$ cat config.mk
export PLATFORM = sky130hd
export DESIGN_NAME = stereo_frame_ctrl_flat
export DESIGN_NICKNAME = d
export VERILOG_FILES = /design/src/rtl/stereo_ctrl_pkg.sv /design/src/rtl/stereo_frame_ctrl_if.sv /design/src/rtl/stereo_pos_counter.sv /design/src/rtl/stereo_frame_ctrl.sv /design/src/flat_wrapper.sv
export SDC_FILE = /design/constraint.sdc
export NUM_CORES = 1
export LEC_CHECK = 0
export ABC_CLOCK_PERIOD_IN_PS = 4600
export CAP_MARGIN = 20
export CORE_UTILIZATION = 30
export CTS_CLUSTER_SIZE = 30
export DETAILED_ROUTE_END_ITERATION = 6
export PLACE_DENSITY = 0.53
export SYNTH_ARGS = -nofsm -noshare
export SYNTH_HDL_FRONTEND = slang
export SYNTH_SLANG_ARGS = --single-unit
$ cat constraint.sdc
create_clock -name clk -period 4.6 [get_ports clk]
set_input_delay 0.92 -clock clk [delete_from_list [all_inputs] [get_ports clk]]
set_output_delay 0.92 -clock clk [all_outputs]
set_load 0.03 [all_outputs]
$ cat src/rtl/stereo_ctrl_pkg.sv
// Shared types and default geometry for the stereo frame controller.
package stereo_ctrl_pkg;

  localparam int unsigned DefWidth   = 320;
  localparam int unsigned DefHeight  = 240;
  localparam int unsigned DefPipeLat = 8;
  localparam int unsigned PosW       = 9;
  localparam int unsigned StatW      = 16;

  typedef enum logic [1:0] {
    StIdle  = 2'd0,
    StRun   = 2'd1,
    StFlush = 2'd2,
    StDone  = 2'd3
  } state_e;

endpackage

$ cat src/rtl/stereo_frame_ctrl_if.sv
// FIFO-side handshake between the frame controller (master) and the stereo datapath (slave).
interface stereo_frame_ctrl_if;

  logic left_empty_n;
  logic right_empty_n;
  logic out_full_n;
  logic enable;
  logic deq_L;
  logic deq_R;
  logic pad;
  logic enq_out;

  modport master (
    input  left_empty_n,
    input  right_empty_n,
    input  out_full_n,
    output enable,
    output deq_L,
    output deq_R,
    output pad,
    output enq_out
  );

  modport slave (
    output left_empty_n,
    output right_empty_n,
    output out_full_n,
    input  enable,
    input  deq_L,
    input  deq_R,
    input  pad,
    input  enq_out
  );

endinterface

$ cat src/rtl/stereo_pos_counter.sv
// Column, line and per-line advance counters with terminal-count flags.
module stereo_pos_counter
  import stereo_ctrl_pkg::*;
#(
  parameter int unsigned WIDTH    = DefWidth,
  parameter int unsigned HEIGHT   = DefHeight,
  parameter int unsigned PIPE_LAT = DefPipeLat
) (
  input  logic            clk,
  input  logic            rst,
  input  logic            adv,
  input  logic            in_run,
  input  logic            in_flush,
  input  logic            in_done,
  output logic [PosW-1:0] col,
  output logic [PosW-1:0] row,
  output logic            col_last,
  output logic            ladv_last,
  output logic            row_last,
  output logic            lat_reached
);

  localparam int unsigned LineAdv = WIDTH + PIPE_LAT;
  localparam int unsigned LadvW   = $clog2(LineAdv);

  logic [LadvW-1:0] ladv_q, ladv_d;
  logic [PosW-1:0]  col_q, col_d;
  logic [PosW-1:0]  row_q, row_d;

  assign col_last    = (col_q == PosW'(WIDTH - 1));
  assign row_last    = (row_q == PosW'(HEIGHT - 1));
  assign ladv_last   = (ladv_q == LadvW'(LineAdv - 1));
  // Results leave the core only once the pipeline has been primed for this line.
  assign lat_reached = (ladv_q >= LadvW'(PIPE_LAT));

  always_comb begin
    ladv_d = ladv_q;
    col_d  = col_q;
    row_d  = row_q;
    if (adv) begin
      ladv_d = ladv_last ? '0 : ladv_q + 1'b1;
    end
    if (in_run && adv) begin
      col_d = col_last ? '0 : col_q + 1'b1;
    end
    if (in_flush && adv && ladv_last && !row_last) begin
      row_d = row_q + 1'b1;
    end
    if (in_done) begin
      row_d = '0;
    end
  end

  always_ff @(posedge clk) begin
    if (rst) begin
      ladv_q <= '0;
      col_q  <= '0;
      row_q  <= '0;
    end else begin
      ladv_q <= ladv_d;
      col_q  <= col_d;
      row_q  <= row_d;
    end
  end

  assign col = col_q;
  assign row = row_q;

endmodule

$ cat src/rtl/stereo_frame_ctrl.sv
// Frame sequencer for a stereo disparity core: feeds lines, flushes the pipeline, signals frame end.
// Optional stall statistics are built only when STEREO_CTRL_STATS_EN is defined.
module stereo_frame_ctrl
  import stereo_ctrl_pkg::*;
#(
  parameter int unsigned WIDTH    = DefWidth,
  parameter int unsigned HEIGHT   = DefHeight,
  parameter int unsigned PIPE_LAT = DefPipeLat
) (
  input  logic                clk,
  input  logic                rst,
  input  logic                clr,
  input  logic                start,
  stereo_frame_ctrl_if.master fifo,
  output logic                busy,
  output logic                frame_done,
  output logic [PosW-1:0]     col,
  output logic [PosW-1:0]     row,
  output logic [StatW-1:0]    stall_cnt
);

  state_e state_q, state_d;
  logic   sync_clr;
  logic   in_run, in_flush, in_done;
  logic   adv;
  logic   col_last, ladv_last, row_last, lat_reached;

  // clr behaves exactly like rst, so both collapse into one synchronous clear.
  assign sync_clr = rst | clr;

  assign in_run   = (state_q == StRun);
  assign in_flush = (state_q == StFlush);
  assign in_done  = (state_q == StDone);

  // Flush advances only need output space; pad replaces FIFO data.
  assign adv = (in_run & fifo.left_empty_n & fifo.right_empty_n & fifo.out_full_n) |
               (in_flush & fifo.out_full_n);

  assign fifo.enable  = adv;
  assign fifo.deq_L   = in_run & adv;
  assign fifo.deq_R   = in_run & adv;
  assign fifo.pad     = in_flush;
  assign fifo.enq_out = adv & lat_reached;

  assign busy       = (state_q != StIdle);
  assign frame_done = in_done;

  stereo_pos_counter #(
    .WIDTH    (WIDTH),
    .HEIGHT   (HEIGHT),
    .PIPE_LAT (PIPE_LAT)
  ) u_pos (
    .clk         (clk),
    .rst         (sync_clr),
    .adv         (adv),
    .in_run      (in_run),
    .in_flush    (in_flush),
    .in_done     (in_done),
    .col         (col),
    .row         (row),
    .col_last    (col_last),
    .ladv_last   (ladv_last),
    .row_last    (row_last),
    .lat_reached (lat_reached)
  );

  always_comb begin
    state_d = state_q;
    unique case (state_q)
      StIdle:  if (start) state_d = StRun;
      StRun:   if (adv && col_last) state_d = StFlush;
      StFlush: if (adv && ladv_last) state_d = row_last ? StDone : StRun;
      StDone:  state_d = StIdle;
    endcase
  end

  always_ff @(posedge clk) begin
    if (sync_clr) begin
      state_q <= StIdle;
    end else begin
      state_q <= state_d;
    end
  end

`ifdef STEREO_CTRL_STATS_EN
  logic [StatW-1:0] stall_q;

  always_ff @(posedge clk) begin
    if (sync_clr) begin
      stall_q <= '0;
    end else if (in_run && !adv && (stall_q != '1)) begin
      stall_q <= stall_q + 1'b1;
    end
  end

  assign stall_cnt = stall_q;
`else
  assign stall_cnt = '0;
`endif

endmodule

$ cat src/flat_wrapper.sv
// flat-port wrapper written by rule: the top's interface ports become plain ports
module stereo_frame_ctrl_flat import stereo_ctrl_pkg::*;
#(
  parameter int unsigned WIDTH    = DefWidth,
  parameter int unsigned HEIGHT   = DefHeight,
  parameter int unsigned PIPE_LAT = DefPipeLat
)
  (clk, rst, clr, start, busy, frame_done, col, row, stall_cnt, fifo_left_empty_n, fifo_right_empty_n, fifo_out_full_n, fifo_enable, fifo_deq_L, fifo_deq_R, fifo_pad, fifo_enq_out);
  stereo_frame_ctrl_if fifo_i ();
  input  logic clk;
  input  logic rst;
  input  logic clr;
  input  logic start;
  output logic busy;
  output logic frame_done;
  output logic [PosW-1:0] col;
  output logic [PosW-1:0] row;
  output logic [StatW-1:0] stall_cnt;
  input wire logic [$bits(fifo_i.left_empty_n)-1:0] fifo_left_empty_n;
  input wire logic [$bits(fifo_i.right_empty_n)-1:0] fifo_right_empty_n;
  input wire logic [$bits(fifo_i.out_full_n)-1:0] fifo_out_full_n;
  output wire logic [$bits(fifo_i.enable)-1:0] fifo_enable;
  output wire logic [$bits(fifo_i.deq_L)-1:0] fifo_deq_L;
  output wire logic [$bits(fifo_i.deq_R)-1:0] fifo_deq_R;
  output wire logic [$bits(fifo_i.pad)-1:0] fifo_pad;
  output wire logic [$bits(fifo_i.enq_out)-1:0] fifo_enq_out;
  assign fifo_i.left_empty_n = fifo_left_empty_n;
  assign fifo_i.right_empty_n = fifo_right_empty_n;
  assign fifo_i.out_full_n = fifo_out_full_n;
  assign fifo_enable = fifo_i.enable;
  assign fifo_deq_L = fifo_i.deq_L;
  assign fifo_deq_R = fifo_i.deq_R;
  assign fifo_pad = fifo_i.pad;
  assign fifo_enq_out = fifo_i.enq_out;
  stereo_frame_ctrl #(.WIDTH(WIDTH), .HEIGHT(HEIGHT), .PIPE_LAT(PIPE_LAT)) u_core (.clk(clk), .rst(rst), .clr(clr), .start(start), .fifo(fifo_i), .busy(busy), .frame_done(frame_done), .col(col), .row(row), .stall_cnt(stall_cnt));
endmodule
Yosys cells after proc, flatten, opt, wreduce, memory -nomap -nowiden
Index checks and enable logic that the tools add are counted.

Flip-flop bits (word level): 29. Bits in latches: 0. Bits in writable memories: 0. Memory bits (read-only): 0. Input port bits: 7. Output and inout bits: 41. Word-level logic and storage cells: 43. Memories: 0.

Add/subtract/negate cells: 3. $mul: 0. Divide/modulo/power cells: 0. $lt $le $gt $ge: 1. Equality and inequality tests: 9. Shift-type cells: 0. Muxes and demuxes: 7. Bitwise gates (word level): 8. Reductions and logical operators: 11.

Operators by type and width (number): $add A9 B1 Y9 const B (3); $eq A9 B9 Y1 const B (2); $mux W9 (2); $eq A9 B8 Y1 const B (1); $ge A9 B4 Y1 const B (1); $mux W2 (4); $pmux W2 S4 (1); $and A1 B1 Y1 (6); $logic_and A1 B1 Y1 (6); $ne A2 B2 Y1 const B (3); $eq A2 B2 Y1 const B (2); $reduce_and A3 Y1 (1); $eq A2 B1 Y1 const B (1); $logic_not A2 Y1 (1); $or A1 B1 Y1 (2); $reduce_bool A2 Y1 (1); $reduce_or A2 Y1 (1); $logic_not A1 Y1 (1).

Longest topological paths before layout
Gate-level depths: netlist of the first run.

Depth after elaboration: 8. Mapped depth: 6.

By module
Synthesis of the first run repeated with hierarchy kept, for this count alone.

Cell total of the unflattened synthesis: 194. Area total of the unflattened synthesis: 1590.3 um2.

Modules (own cells, without submodules): stereo_pos_counter (times used 1, cells an instance 156, area each 1306.3 um2, seq. area each 540.5 um2); stereo_frame_ctrl (times used 1, cells an instance 38, area each 284.0 um2, seq. area each 40.0 um2).

Worst setup path after synthesis of the first run
No wires, ideal clock.

Kind: input-to-output. From: input port fifo_right_empty_n. To: output port fifo_enq_out. Data arrival time: 1.998 ns. Slack: 1.682 ns. Cell stages on the path: 4. Path through: and4b_1 clkbuf_1 o21ai_1 a21oi_1.

Word-level cells in the longest chain between the ends: 4.

RTL lines: from (decl) (line flat_wrapper.sv:20) `input wire logic [$bits(fifo_i.right_empty_n)-1:0] fifo_right_empty_n;`; $and A1 B1 Y1 (2 in series) (line stereo_frame_ctrl.sv:36) `assign adv = (in_run & fifo.left_empty_n & fifo.right_empty_n & fifo.out_full_n) |`; $or A1 B1 Y1 (line stereo_frame_ctrl.sv:36); $and A1 B1 Y1 (line stereo_frame_ctrl.sv:43) `assign fifo.enq_out = adv & lat_reached;`; to (decl) (line flat_wrapper.sv:26) `output wire logic [$bits(fifo_i.enq_out)-1:0] fifo_enq_out;`.

Every way passes these cells.

Worst setup path after layout of the first run
Same ends and word-level chain as after synthesis.

==> qor.yml, run 1 <==
logic_synthesis:
  synth-compound-area-share_pct: 13.1
  synth_top_cell_area_share_pct: 35.7
  synth_area_leaders: "dfxtp_1 (36%), buf_4 (7.9%), xnor2_1 (5.9%), nor2_1 (4.9%), a21oi_1 (4.3%)"
  async_flop_share_pct: 0
  syn_inst: 194
  ys_ff_latch: 29
  yosysMostFrequentCell: "dfxtp_1"
  yosysTopAreaCell: "dfxtp_1"
  synthSimpleGateAreaFrac_pct: 28.4
  synthAdderAreaFrac_pct: 3.08
  muxShareOfSynthArea_pct: 1.23
  syn_area_sq_mm: 0.00162
  synth-edff-count: 0
  ys_types: 40
  synth-xor-area-share_pct: 7.55
  synth_top_family_by_area: "simple AND/OR/NAND/NOR gates"
  yosysSeqAreaShare_pct: 35.7
  synth_common_cells: "dfxtp_1 (29), nor2_1 (21), buf_4 (17)"
  yosys_warnings: 0
  syn_area_per_cell_sq_um: 8.37
  ys.flop_type: "dfxtp_1"
setup_path:
  path_class: "in2out"
  start_kind: "input port"
  cp.arrival_ns: 2.84
  cp_max_fo: 7
  rr_startpoint: "u_core.u_pos.ladv_q[1]"
  crit_top_cell: "clkdlybuf4s50_1"
  crit_required_ns: 3.68
  path_delay_family: "buffers and inverters"
  cp-startpoint: "fifo_right_empty_n"
  end_kind: "output pin"
  crit_buf_inv: 2
  critPathSlowestCell: "clkdlybuf4s50_1"
  path_cells: "clkdlybuf4s50_1 > and4b_1 > o21ai_1 > a21oi_1 > clkdlybuf4s50_1"
  critPathMaxStageDelay_ns: 0.69
power:
  clkPwrFrac_pct: 41.3
  switching_share_pct: 26.1
  p_int_mw: 0.365
  p_leak_nw: 0.662
  power.switching_mw: 0.129
  cellPowerDensity_mw_per_mm2: 244
  finalPower_mw: 0.493
  combPwrFrac_pct: 7.5
  ir_worst_vdd_mv: 0.0949
  seqPwrFrac_pct: 51.2
routing:
  vias: 1423
  viasPerCell: 4.79
  drt_iter0_markers: 75
  ant_nets: 0
  routedWlPerCell_um: 12.1
  wirelength_um: 3580
  dr.pass1.iters: 4
  drcViolationCount: 0
timing:
  hold_viol: 0
  skew_ns: 0.00581
  fin_tns_setup_ns: 0
  finalCritPeriodShare_pct: 81.7
  maxSlewHeadroom_pct: 41.5
  finalCriticalPeriod_ns: 3.76
  setup_viol_count_final: 0
  max_slew.worst_pin.slew_ns: 0.870
  finalMaxSlewViolations: 0
  fmax_ghz: 0.266
  rsz0062_at_grt: "no"
clock_network:
  cts_resized: 0
  root_buffer: "clkbuf_8"
  clock-sinks: 29
  insertion_delay_ns: 0.28
  cts_buffers: 5
  cts_setup_buffers: 0
  h-tree-depth: 2
  ctsHoldBuffers: 0
  cts_tree: "yes"
  cts.clk_slew.worst_paths_ns: 0.07
  cts_buffer_depth: 2
layout:
  seq_area_sq_um: 581
  multiInputGateArea_sq_um: 927
  n_antenna_cell: 0
  final_nets: 237
  post-route-util_pct: 39.1
  final_cells: 297
  nFillCells: 534
  synthToLayoutAreaGrowth_pct: 24.5
  drive_above_1_share_pct: 5.73
  final_area_sq_mm: 0.00202
floorplanning:
  fp.dieW_um: 75.6
  die_area_sq_mm: 0.00571
  row_count: 26
  ios: 48
  core_sq_mm: 0.00517
  initial_core_util_pct: 31.4
  die_h_um: 75.6
placement:
  post-dp-hpwl_um: 2580
  routabilityCongestion: 0.763
  port_buffers: 31
  placed_cells: 289
  place_area_sq_mm: 0.00194
grt:
  grt_max_degree: 20
  track_usage_pct: 14.2
  grt_antenna_before_repair: 0
  grt.overflow.total: 0
  grt_pass1_wl_um: 6010
  grt_pass1_vias: 1269
status:
  run_status: "completed"
worst_hold_path:
  hp-class: "reg2reg"
  min_from: "u_core.u_pos.row[8]"
job:
  maxCapViolCount: 0
## power by group through the flow
stage / Clock (mW) / Combinational, mW / Sequential, mW
after CTS: 0.213 / 0.0371 / 0.252
after detailed placement: 0 / 0.0371 / 0.258
after global placement: 0 / 0.0369 / 0.258
after floorplan: 0 / 0.0370 / 0.258
final: 0.204 / 0.0368 / 0.252
after global routing: 0.226 / 0.0402 / 0.252
## cell families (layout without fill, tap and decap cells)
logic type / Yosys count / count (layout)
simple gates: 79 / 79
compound gates: 36 / 36
flops: 29 / 29
buf+inv: 29 / 47
xor+xnor: 14 / 14
fa+ha+maj: 4 / 4
mux: 2 / 2
other cells: 1 / 16
## per-layer routing
layer | track usage (%) | up-vias | wire length, um
met5 | 0 | - | 0
met4 | 7.41 | 0 | 74
met3 | 3.17 | 7 | 152
met2 | 21.3 | 43 | 1540
met1 | 19.1 | 652 | 1820
li1 | - | 721 | -
## path summary, 6_finish.rpt
path	end	slack (ns)	depth (start not counted)
worst min-delay path	u_core.u_pos.row[8]	0.50	2
worst max register to register	u_core.u_pos.row[3]	2.62	5
worst max-delay path	fifo_enq_out	0.84	5
worst min register to register	u_core.u_pos.row[8]	0.50	2
## worst reg2reg max path, stage by stage (launching register included)
cell and delay [ns]:
dfxtp_1 0.38, ha_1 0.26, and4_1 0.32, nand4_4 0.25, or4_1 0.57, a21oi_1 0.14
## state kept, by name (all words and copies together), names as in the netlist
name / cells
u_core.u_pos.col: 9
u_core.state_q: 2
u_core.u_pos.row: 9
u_core.u_pos.ladv_q: 9
## cells in the final DEF, fill, tap and decap left out, types with 2 or more instances in the layout
cell and instances:
nand2b_1 2, inv_1 6, clkdlybuf4s50_1 31, o31ai_1 4
conb_1 16, xor2_1 3, and3_1 3, xnor2_1 11
nand2_1 10, or3_1 5, dfxtp_1 29, ha_1 4
or4_1 3, nand3b_1 2, a21oi_1 14, o211ai_1 2
nor2_1 21, mux2i_1 2, o21ai_0 7, clkbuf_8 5
or2_2 2, o21ai_1 2, nor3_1 3, nand4b_1 2
a211oi_1 4, nand3_1 7, and4_1 2, nand4_1 10
clkinv_2 2
## per-stage QoR
stage                     setup slack (ns)  hold slack [ns]
after global routing                 0.728            0.546
after CTS                            0.828            0.504
after global placement               0.865            0.487
after detailed placement             0.843            0.495
final                                0.842            0.496
after floorplan                       1.68            0.496
## cell type report
type	instances	area share (%)
timing repair buffer	32	15.7
sequential	29	28.7
clock buffer	6	3.59
tap	70	4.33
multi-input combinational	151	45.9
clock inverter	2	0.495
inverter	7	1.30
(Power assumes the default switching activity.)
==> run 2: changes to the inputs <==
--- a/config.mk
+++ b/config.mk
@@ -5,7 +5,7 @@
 export SDC_FILE = /design/constraint.sdc
 export NUM_CORES = 1
 export LEC_CHECK = 0
-export ABC_CLOCK_PERIOD_IN_PS = 4600
+export ABC_CLOCK_PERIOD_IN_PS = 3800
 export CAP_MARGIN = 20
 export CORE_UTILIZATION = 30
 export CTS_CLUSTER_SIZE = 30
==> constraint.sdc (replaced) <==
create_clock -name clk -period 3.8 [get_ports clk]
set_input_delay 0.76 -clock clk [delete_from_list [all_inputs] [get_ports clk]]
set_output_delay 0.76 -clock clk [all_outputs]
set_load 0.03 [all_outputs]
==> qor.yml, run 2 (synthesized netlist as in run 1, its figures left out) <==
layout:
  final_nets: 238
  post-route-util_pct: 39.9
  synthToLayoutAreaGrowth_pct: 27.0
  n_antenna_cell: 0
  drive_above_1_share_pct: 6.14
  final_common_cell: "clkdlybuf4s50_1"
  final_cell_mix: "clkdlybuf4s50_1 (31), dfxtp_1 (29), nor2_1 (21)"
clock_network:
  ctsHoldBuffers: 0
  cts_setup_buffers: 0
  insertion_delay_ns: 0.29
  cts_buffers: 5
  clock-sinks: 29
  cts_tree: "yes"
  root_buffer: "clkbuf_8"
  cts_buffer_depth: 2
  h-tree-depth: 2
  cts_resized: 0
  cts.clk_slew.worst_paths_ns: 0.07
timing:
  fmax_ghz: 0.297
  fin_tns_setup_ns: 0
  setup_viol_count_final: 0
  skew_ns: 0.00764
  finalMaxSlewViolations: 0
  maxSlewHeadroom_pct: 41.5
  hold_viol: 0
  finalCritPeriodShare_pct: 88.6
  max_slew.worst_pin.slew_ns: 0.871
  setup_slack_ns: 0.432
  finalCriticalPeriod_ns: 3.37
  rsz0062_at_grt: "no"
placement:
  preCtsSetupSlack_ns: 0.432
  port_buffers: 31
  post-dp-hpwl_um: 2590
  routabilityCongestion: 0.793
setup_path:
  path_class: "in2out"
  start_kind: "input port"
  path_cells: "clkdlybuf4s50_1 > and4b_1 > o21ai_1 > buf_4 > inv_1 > clkdlybuf4s50_1"
  critPathSlowestCell: "clkdlybuf4s50_1"
  crit_buf_inv: 4
  regToRegSetupSlack_ns: 1.80
  r2r_end: "u_core.u_pos.row[3]"
  r2r_cells: 5
  rr_startpoint: "u_core.u_pos.ladv_q[1]"
  cp_max_fo: 7
  crit_top_cell: "clkdlybuf4s50_1"
  end_kind: "output pin"
  crit_required_ns: 3.04
  path_delay_family: "buffers and inverters"
  critPathMaxStageDelay_ns: 0.66
  cp.arrival_ns: 2.61
power:
  p_int_mw: 0.528
  power.switching_mw: 0.156
  combPwrFrac_pct: 6.6
  finalPower_mw: 0.685
  p_leak_nw: 0.680
  seqPwrFrac_pct: 44.6
  cellPowerDensity_mw_per_mm2: 332
  clkPwrFrac_pct: 48.8
  switching_share_pct: 22.8
  ir_worst_vdd_mv: 0.207
floorplanning:
  fp.dieW_um: 75.6
  die_area_sq_mm: 0.00571
  die_h_um: 75.6
  row_count: 26
  core_sq_mm: 0.00517
  initial_core_util_pct: 31.4
  ios: 48
routing:
  drt_iter0_markers: 53
  drcViolationCount: 0
  viasPerCell: 4.80
  ant_nets: 0
  vias: 1430
  wirelength_um: 3680
  routedWlPerCell_um: 12.4
  dr.pass1.iters: 4
grt:
  grt_antenna_before_repair: 0
  track_usage_pct: 14.1
  grt_pass1_wl_um: 5910
  grt.overflow.total: 0
  grt_pass1_vias: 1288
  grt_max_degree: 20
status:
  run_status: "completed"
worst_hold_path:
  hp-class: "reg2reg"
  min_from: "u_core.u_pos.row[8]"
  holdPathStages: 2
  holdPathEnd: "u_core.u_pos.row[8]"
job:
  maxCapViolCount: 0
[run 2: cell types whose count changed in the layout (fill, tap and decap cells not counted)]
cell	before	now
clkinv_2	2	0
buf_4	1	2
bufinv_16	0	1
clkbuf_8	5	6
[run 2: power groups by stage]
stage	Clock (mW)	Sequential (mW)	Combinational [mW]
3_5_place_dp	0	0.313	0.0447
6_report	0.334	0.306	0.0450
5_1_grt	0.359	0.306	0.0489
2_1_floorplan	0	0.312	0.0448
3_3_place_gp	0	0.313	0.0449
4_1_cts	0.343	0.306	0.0449
[run 2: cell type report]
cell class / count / area, sq um
inverters: 7 / 26.3
repair buffers: 33 / 325
clock buffers: 7 / 86.3
fillers: 526 / 3110
multi-input cells: 151 / 927
well taps: 70 / 87.6
clock inverters: 1 / 30.0
flip-flops and latches: 29 / 581
[run 2: how the worst max path moves through the flow]
stage | start | endpoint | slack (ns) | cells past startpoint
6_report | fifo_right_empty_n | fifo_enable | 0.43 | 6
4_1_cts | fifo_right_empty_n | fifo_enable | 0.43 | 6
5_1_grt | fifo_left_empty_n | fifo_enable | 0.33 | 6
3_5_place_dp | fifo_right_empty_n | fifo_enable | 0.43 | 6
3_3_place_gp | fifo_right_empty_n | fifo_enable | 0.44 | 6
2_1_floorplan | fifo_right_empty_n | fifo_enq_out | 1.20 | 4
[run 2: worst min-delay path, stage by stage, from the launching register on]
cell and delay (ns):
dfxtp_1 0.33, o31ai_1 0.07, a21oi_1 0.06
[run 2: stage by stage]
stage / hold WS (ns) / cell area, sq um / std cells
after floorplan: 0.496 / 1680 / 209
after global placement: 0.486 / 1950 / 290
final: 0.500 / 2060 / 298
after global routing: 0.541 / 2060 / 298
after CTS: 0.505 / 2060 / 298
after detailed placement: 0.491 / 1950 / 290
[run 2: routing by layer]
layer	track usage, %	up-vias	wire (um)
li1	-	729	-
met1	19.4	650	1870
met2	20.0	45	1580
met3	3.44	6	173
met4	8.02	0	61
met5	0	-	0
